### src/rtl/bis_pkg.sv
// rtl/bis_pkg.sv - shared width default, index-width derivation and FSM state type for the serializer.
package bis_pkg;

  localparam int BIS_W = 32;

  function automatic int bis_idxw(input int w);
    return (w < 2) ? 1 : $clog2(w);
  endfunction

  typedef enum logic [0:0] {
    ST_IDLE = 1'b0,
    ST_EMIT = 1'b1
  } bis_state_e;

endpackage

### src/rtl/lsb_index_enc.sv
// rtl/lsb_index_enc.sv - combinational lowest-set-bit encoder built as a balanced priority tree.
module lsb_index_enc
  import bis_pkg::*;
#(
  parameter  int W    = BIS_W,
  localparam int IDXW = bis_idxw(W)
) (
  input  logic [W-1:0]    vec_i,
  output logic [IDXW-1:0] idx_o,
  output logic            any_o
);

  // Heap layout: node n has children 2n (lower half) and 2n+1 (upper half); leaf W+b is bit b.
  logic [2*W-1:1]            any_n;
  logic [2*W-1:1][IDXW-1:0]  idx_n;
  logic [IDXW-1:0]           hi_bit;

  always_comb begin
    any_n  = '0;
    idx_n  = '0;
    hi_bit = '0;
    for (int b = 0; b < W; b++) begin
      any_n[W+b] = vec_i[b];
    end
    for (int d = IDXW - 1; d >= 0; d--) begin
      for (int k = 0; k < (1 << d); k++) begin
        hi_bit = '0;
        hi_bit[IDXW-1-d] = 1'b1;
        any_n[(1<<d)+k] = any_n[2*((1<<d)+k)] | any_n[2*((1<<d)+k)+1];
        if (any_n[2*((1<<d)+k)]) begin
          idx_n[(1<<d)+k] = idx_n[2*((1<<d)+k)];
        end else if (any_n[2*((1<<d)+k)+1]) begin
          idx_n[(1<<d)+k] = idx_n[2*((1<<d)+k)+1] | hi_bit;
        end else begin
          idx_n[(1<<d)+k] = '0;
        end
      end
    end
  end

  assign idx_o = idx_n[1];
  assign any_o = any_n[1];

endmodule

### src/rtl/bit_index_serializer.sv
// rtl/bit_index_serializer.sv - emits the index of every set bit of a request word, lowest first.
// Optional zero-word beat reporting via BIS_ZERO_REPORT_EN.
module bit_index_serializer
  import bis_pkg::*;
#(
  parameter  int W    = BIS_W,
  localparam int IDXW = bis_idxw(W)
) (
  input  logic            clk,
  input  logic            rst,
  input  logic            in_valid,
  output logic            in_ready,
  input  logic [W-1:0]    in_data,
  output logic            out_valid,
  input  logic            out_ready,
  output logic [IDXW-1:0] out_idx,
  output logic            out_last
`ifdef BIS_ZERO_REPORT_EN
  ,
  output logic            out_zero
`endif
);

  bis_state_e   state_q, state_d;
  logic [W-1:0] work_q, work_d, work_rest;
  logic         enc_any, st_emit, load_emit, take_in, take_out;

  lsb_index_enc #(.W(W)) u_enc (
    .vec_i (work_q),
    .idx_o (out_idx),
    .any_o (enc_any)
  );

  assign st_emit   = (state_q == ST_EMIT);
  assign work_rest = work_q & (work_q - {{(W-1){1'b0}}, 1'b1});
  assign out_last  = st_emit && (work_rest == '0);

`ifdef BIS_ZERO_REPORT_EN
  // An empty work register in EMIT is the single zero-report beat.
  assign out_valid = st_emit;
  assign out_zero  = st_emit && !enc_any;
  assign load_emit = 1'b1;
`else
  assign out_valid = st_emit && enc_any;
  assign load_emit = |in_data;
`endif

  // A new word may only land on the final beat so the next word follows without a bubble.
  assign in_ready = !st_emit || (out_ready && out_last);
  assign take_in  = in_valid && in_ready;
  assign take_out = out_valid && out_ready;

  always_comb begin
    state_d = state_q;
    work_d  = work_q;
    if (take_out) begin
      work_d = work_rest;
      if (out_last) begin
        state_d = ST_IDLE;
      end
    end
    if (take_in) begin
      work_d  = in_data;
      state_d = load_emit ? ST_EMIT : ST_IDLE;
    end
  end

  always_ff @(posedge clk or posedge rst) begin
    if (rst) begin
      state_q <= ST_IDLE;
      work_q  <= '0;
    end else begin
      state_q <= state_d;
      work_q  <= work_d;
    end
  end

endmodule

### config.mk
export PLATFORM = sky130hd
export DESIGN_NAME = bit_index_serializer
export DESIGN_NICKNAME = d
export VERILOG_FILES = /design/src/rtl/bis_pkg.sv /design/src/rtl/lsb_index_enc.sv /design/src/rtl/bit_index_serializer.sv
export SDC_FILE = /design/constraint.sdc
export NUM_CORES = 1
export LEC_CHECK = 0
export ABC_CLOCK_PERIOD_IN_PS = 3140
export CAP_MARGIN = 5
export CORE_ASPECT_RATIO = 0.6
export CORE_MARGIN = 2
export CORE_UTILIZATION = 35
export DETAILED_ROUTE_END_ITERATION = 7
export PLACE_DENSITY = 0.69
export SLEW_MARGIN = 20
export SYNTH_ARGS = -nofsm -noshare
export SYNTH_HDL_FRONTEND = slang
export SYNTH_SLANG_ARGS = --single-unit
export TNS_END_PERCENT = 5
### constraint.sdc
create_clock -name clk -period 3.14 [get_ports clk]
set_clock_uncertainty 0.05 [all_clocks]
set_input_delay 0.314 -clock clk [delete_from_list [all_inputs] [get_ports clk]]
set_output_delay 0.314 -clock clk [all_outputs]
set_load 0.05 [all_outputs]
# Word-level counts from Yosys, hierarchy flattened
# Cells that the tools add are included.
[totals]
mem_bits_rw = 0
memories = 0
latch_bits = 0
romBits = 0
wordCells = 115
in_bits = 36
output_inout_bits = 8
register_bits = 33
[classes]
n_reduce_logical = 12
n_mul = 0
n_shift = 0
magnitude_cmp = 0
add_sub_neg = 1
n_bitwise = 32
mux = 68
eq_ne = 0
div_mod_pow = 0
[op_table]
columns = ["op", "n"]
rows = [
  ["2-to-1 mux 5 bit", 19],
  ["2-to-1 mux 32 bit", 2],
  ["2-to-1 mux 1 bit", 33],
  ["AND 32 bit", 1],
  ["zero test 32 bit", 1],
  ["2-to-1 mux 4 bit", 8],
  ["OR reduction 32 bit", 1],
  ["subtractor 32 x 1 -> 32 bit, second input constant", 1],
  ["OR 1 bit", 31],
  ["2-to-1 mux 3 bit", 4],
  ["logical AND 1 bit", 5],
  ["2-to-1 mux 2 bit", 2],
  ["nonzero test 2 bit", 2],
  ["AND reduction 2 bit", 1],
  ["zero test 1 bit", 1],
  ["logical OR 1 bit", 1],
]

# Logic depth before layout (Yosys ltp)
[depth]
ltp_word = 10
depth_mapped = 10
depth_no_buf = 7

# Modules after synthesis
# Synthesis repeated with hierarchy kept, for this count alone.
[unflattened]
hier_cells = 294
hier_area_um2 = 2541.2
[by_module_without_submodules]
columns = ["module", "n_inst", "seq_area_each_um2", "area_per_inst_um2", "cells_each"]
rows = [
  ["bit_index_serializer", 1, 825.8, 2180.8, 228],
  ["lsb_index_enc", 1, 0.0, 360.3, 66],
]

# Worst setup path before layout
# OpenSTA, ideal clock, no wires.
[synth_path]
kind = "flip-flop to output port"
from = "reg work_q[4]"
to = "out out_idx[0]"
path_buffers = 2
path_slack_ns = -0.619
t_arrival_ns = 3.395
required_ns = 2.776
path_stages_with_launch = 8
cell_sequence = "dfrtp_1 -> buf_6 -> nor4_4 -> nand4_1 -> buf_2 -> nor2_1 -> nand2_1 -> o311ai_0"
[synth_between]
elab_chain_len = 6
word_cells_on_any_way = 10
cone_classes = "mux: 6; bitwise: 4"
[synth_rtl]
columns = ["item", "line_no", "text"]
rows = [
  ["start, declared", "bit_index_serializer.sv:25", "logic [W-1:0] work_q, work_d, work_rest;"],
  ["start signal, assigned", "bit_index_serializer.sv:74", "work_q <= work_d;"],
  ["2-to-1 mux 1 bit or OR 1 bit (tied branches)", "lsb_index_enc.sv:30, lsb_index_enc.sv:29", ""],
  ["2-to-1 mux 5 bit or OR 1 bit (tied branches)", "lsb_index_enc.sv:30, lsb_index_enc.sv:29", ""],
  ["2-to-1 mux 5 bit", "lsb_index_enc.sv:32", "end else if (any_n[2*((1<<d)+k)+1]) begin"],
  ["2-to-1 mux 5 bit (2 in series)", "lsb_index_enc.sv:30", "if (any_n[2*((1<<d)+k)]) begin"],
  ["2-to-1 mux 5 bit *", "lsb_index_enc.sv:30", ""],
  ["end, declared", "bit_index_serializer.sv:16", "output logic [IDXW-1:0] out_idx,"],
]
# Mark *: on every way between the ends. The rest lies on a longest branch, timed or not.

# Worst setup path after layout
[layout_path]
from = "reg work_q[10]"
to = "out in_ready"
[layout_between]
elab_chain_len = 6
[layout_rtl]
columns = ["item", "line_no", "text"]
rows = [
  ["subtractor 32 x 1 -> 32 bit", "bit_index_serializer.sv:35", "assign work_rest = work_q & (work_q - {{(W-1){1'b0}}, 1'b1});"],
  ["AND 32 bit *", "bit_index_serializer.sv:35", ""],
  ["zero test 32 bit *", "bit_index_serializer.sv:36", "assign out_last = st_emit && (work_rest == '0);"],
  ["logical AND 1 bit *", "bit_index_serializer.sv:36", ""],
  ["logical AND 1 bit *", "bit_index_serializer.sv:49", "assign in_ready = !st_emit || (out_ready && out_last);"],
  ["logical OR 1 bit *", "bit_index_serializer.sv:49", ""],
  ["end, declared", "bit_index_serializer.sv:12", "output logic in_ready,"],
]
# Marks and branches as above.

==> impl_metrics.py <==
metrics = {
    "layout": {
        "drive_gt1_frac": 0.251,
        "final_common_cell": "buf_4",
        "area_growth_pct": 48.4,
        "instances_no_fill": 486,
        "n_antenna_cell": 0,
        "nets": 435,
        "mostFrequentLayoutCells": "60 x buf_4, 37 x inv_1, 36 x clkdlybuf4s50_1",
    },
    "setup_path": {
        "worstSetupPathType": "flop to output port",
        "cpMaxStageDelayCell": "or4_4",
        "crit_chain": "nor4_4 > buf_4 > nand4_1 > maj3_2 > or4_4 > nor4_4 > buf_4 > and3_4 > a21o_4 > buf_12",
        "cpPeakStageDelay_ns": 0.55,
        "crit_fanout": 3,
        "cp.arrival_ns": 2.98,
        "required_ns": 2.78,
        "cp-start-kind": "flop",
        "critPathBufInv": 3,
        "cp_top_family": "simple AND/OR/NAND/NOR gates",
        "cp-end-kind": "output port",
    },
    "yosys": {
        "syn_area_um2": 2540,
        "synth_cells": 298,
        "ys_types": 45,
        "post_synth.cell_area_avg_um2": 8.52,
        "synth_nets": 334,
        "async_flop_share": 1.00,
        "synth_top_area_cell": "dfrtp_1",
        "ys_ff_latch": 33,
        "synth_ff_type": "dfrtp_1",
        "synth.top_cells.by_area": "dfrtp_1 33%, mux2i_1 11%, inv_1 5.5%",
        "ys_seq_area_frac": 0.325,
        "synth_top_area_frac": 0.325,
        "ys_warn_count": 0,
        "synth_edf_count": 0,
    },
    "timing": {
        "setup_viol": 2,
        "min_period_ns": 3.34,
        "slew-limit-headroom": 0.412,
        "finalHoldViolations": 0,
        "final.period_utilization": 1.06,
        "tightest_slew_ns": 0.880,
        "rsz0062_at_grt": "true",
        "fmax_mhz": 299,
        "maxSlewViolCount": 0,
        "fin_ws_ns": -0.202,
    },
    "floorplan": {
        "num_rows": 23,
        "core-area_um2": 6850,
        "die_h_um": 70.0,
        "start_util": 0.371,
        "die_w_um": 114,
        "ios": 44,
        "die_area_um2": 7980,
    },
    "clock_tree": {
        "cts_buffer_depth": 2,
        "clk_pin_slew_ns": 0.05,
        "tritoncts": "built",
        "cts.hold.buffers_added": 0,
        "clkLatencyLatePin_ns": 0.28,
        "cts-root-buf": "clkbuf_16",
        "htree_levels": 2,
        "cts_made_buffers": 5,
        "cts.sinks": 33,
    },
    "worst_hold_path": {
        "hp-class": "input pin to async pin",
    },
    "global_route": {
        "grt_pass1_vias": 2554,
        "antenna_found_initial": 0,
        "gr-usage-all-layers": 0.220,
        "grt_max_degree": 34,
        "overflow": 0,
        "grt_pass1_wl_mm": 13.5,
    },
    "routing": {
        "drc": 0,
        "drtIter0Drc": 227,
        "wl_per_cell_um": 17.4,
        "drt_pass1_iterations": 5,
        "vias": 2723,
        "drt_wl_total_mm": 8.46,
        "via_per_inst": 5.60,
        "ant_nets": 0,
    },
    "placed_design": {
        "io_buffers": 43,
        "gp_congestion": 0.966,
        "post-dp-hpwl_mm": 6.55,
        "post-place-cells": 467,
    },
    "outcome": {
        "violations": "negative setup slack",
        "status": "finished with violations",
    },
    "flow_run": {
        "drv_cap": 0,
    },
}
==> area by class of cell <==
cell class,count,area (um^2)
flip-flops and latches,33,826
inverters,37,139
multi-input cells,216,1580
clock buffers,7,143
well taps,87,109
repair buffers,106,977
fillers,643,3080
==> routing by layer <==
layer	up-vias	GRT usage	part of all wire	wire length, um
met2	132	0.290	0.39	3280
li1	1285	-	-	-
met4	0	0.0407	0.0097	82
met5	-	0	0	0
met3	13	0.0660	0.093	788
met1	1293	0.348	0.51	4310
==> registers in the layout, summed over array words and instances, names as in the netlist <==
register / count
work_q: 32
st_emit: 1
==> worst reg2reg max path, cell delays in order, from the launching register on <==
cell     delay [ns]
dfrtp_1        0.40
nor4_4         0.35
buf_4          0.19
nand4_1        0.11
maj3_2         0.33
or4_4          0.55
nor4_4         0.17
buf_4          0.16
a41oi_4        0.10
buf_12         0.18
buf_12         0.15
mux2i_1        0.19
==> timing repair <==
item | CTS | global route
setup buffers | 9 | 3
resized for setup | 6 | 10
endpoints found under the setup margin | 2 | 33
pin swaps | 9 | 9
==> worst paths after layout <==
check,from,end,slack (ns),cells past startpoint
max,work_q[10]$_DFFE_PP0P_,in_ready,-0.20,10
min,rst,work_q[0]$_DFFE_PP0P_,0.38,3
max reg2reg,work_q[10]$_DFFE_PP0P_,work_q[10]$_DFFE_PP0P_,0.09,11
min reg2reg,work_q[24]$_DFFE_PP0P_,work_q[24]$_DFFE_PP0P_,0.58,2
max in group asynchronous,rst,work_q[18]$_DFFE_PP0P_,2.36,3
min in group clk,in_data[29],work_q[29]$_DFFE_PP0P_,0.55,3
==> logic make-up after synthesis <==
logic type               after synthesis  synth area share
AO/OA/AOI/OAI                         69             0.200
buffers and inverters                 49            0.0808
AND/OR/NAND/NOR                      111             0.245
flip-flops                            33             0.325
adder cells (fa/ha/maj)                3            0.0118
multiplexers                          33             0.137
==> synth_stat cells (4+ instances only) <==
master     n
o31a_1     5
o21ai_0   20
nand4_1    5
dfrtp_1   33
buf_2      5
o31ai_1    7
nor4_1    12
nor3_1     9
mux2i_1   27
nand2_1   26
inv_1     37
nand3_1    7
a21oi_1   13
nor2_1    31
clkbuf_1   5
nor4_4     4
==> metrics by stage <==
stage               hold slack [ns]  setup WS, ns   util  TNS (ns)  cell area, um^2
floorplan                     0.391       -0.0122      -   -0.0122             2550
global placement              0.548       -0.0780  0.505    -0.119             3460
detailed placement            0.556       -0.0546  0.505   -0.0646             3460
CTS                           0.391        -0.283  0.539    -0.557             3690
global route                  0.425        -0.335  0.550    -0.843             3770
finish                        0.376        -0.202  0.550    -0.397             3770
Power is not shown: default switching activity piles up to over one toggle a cycle in this logic, so the estimate is an artifact.
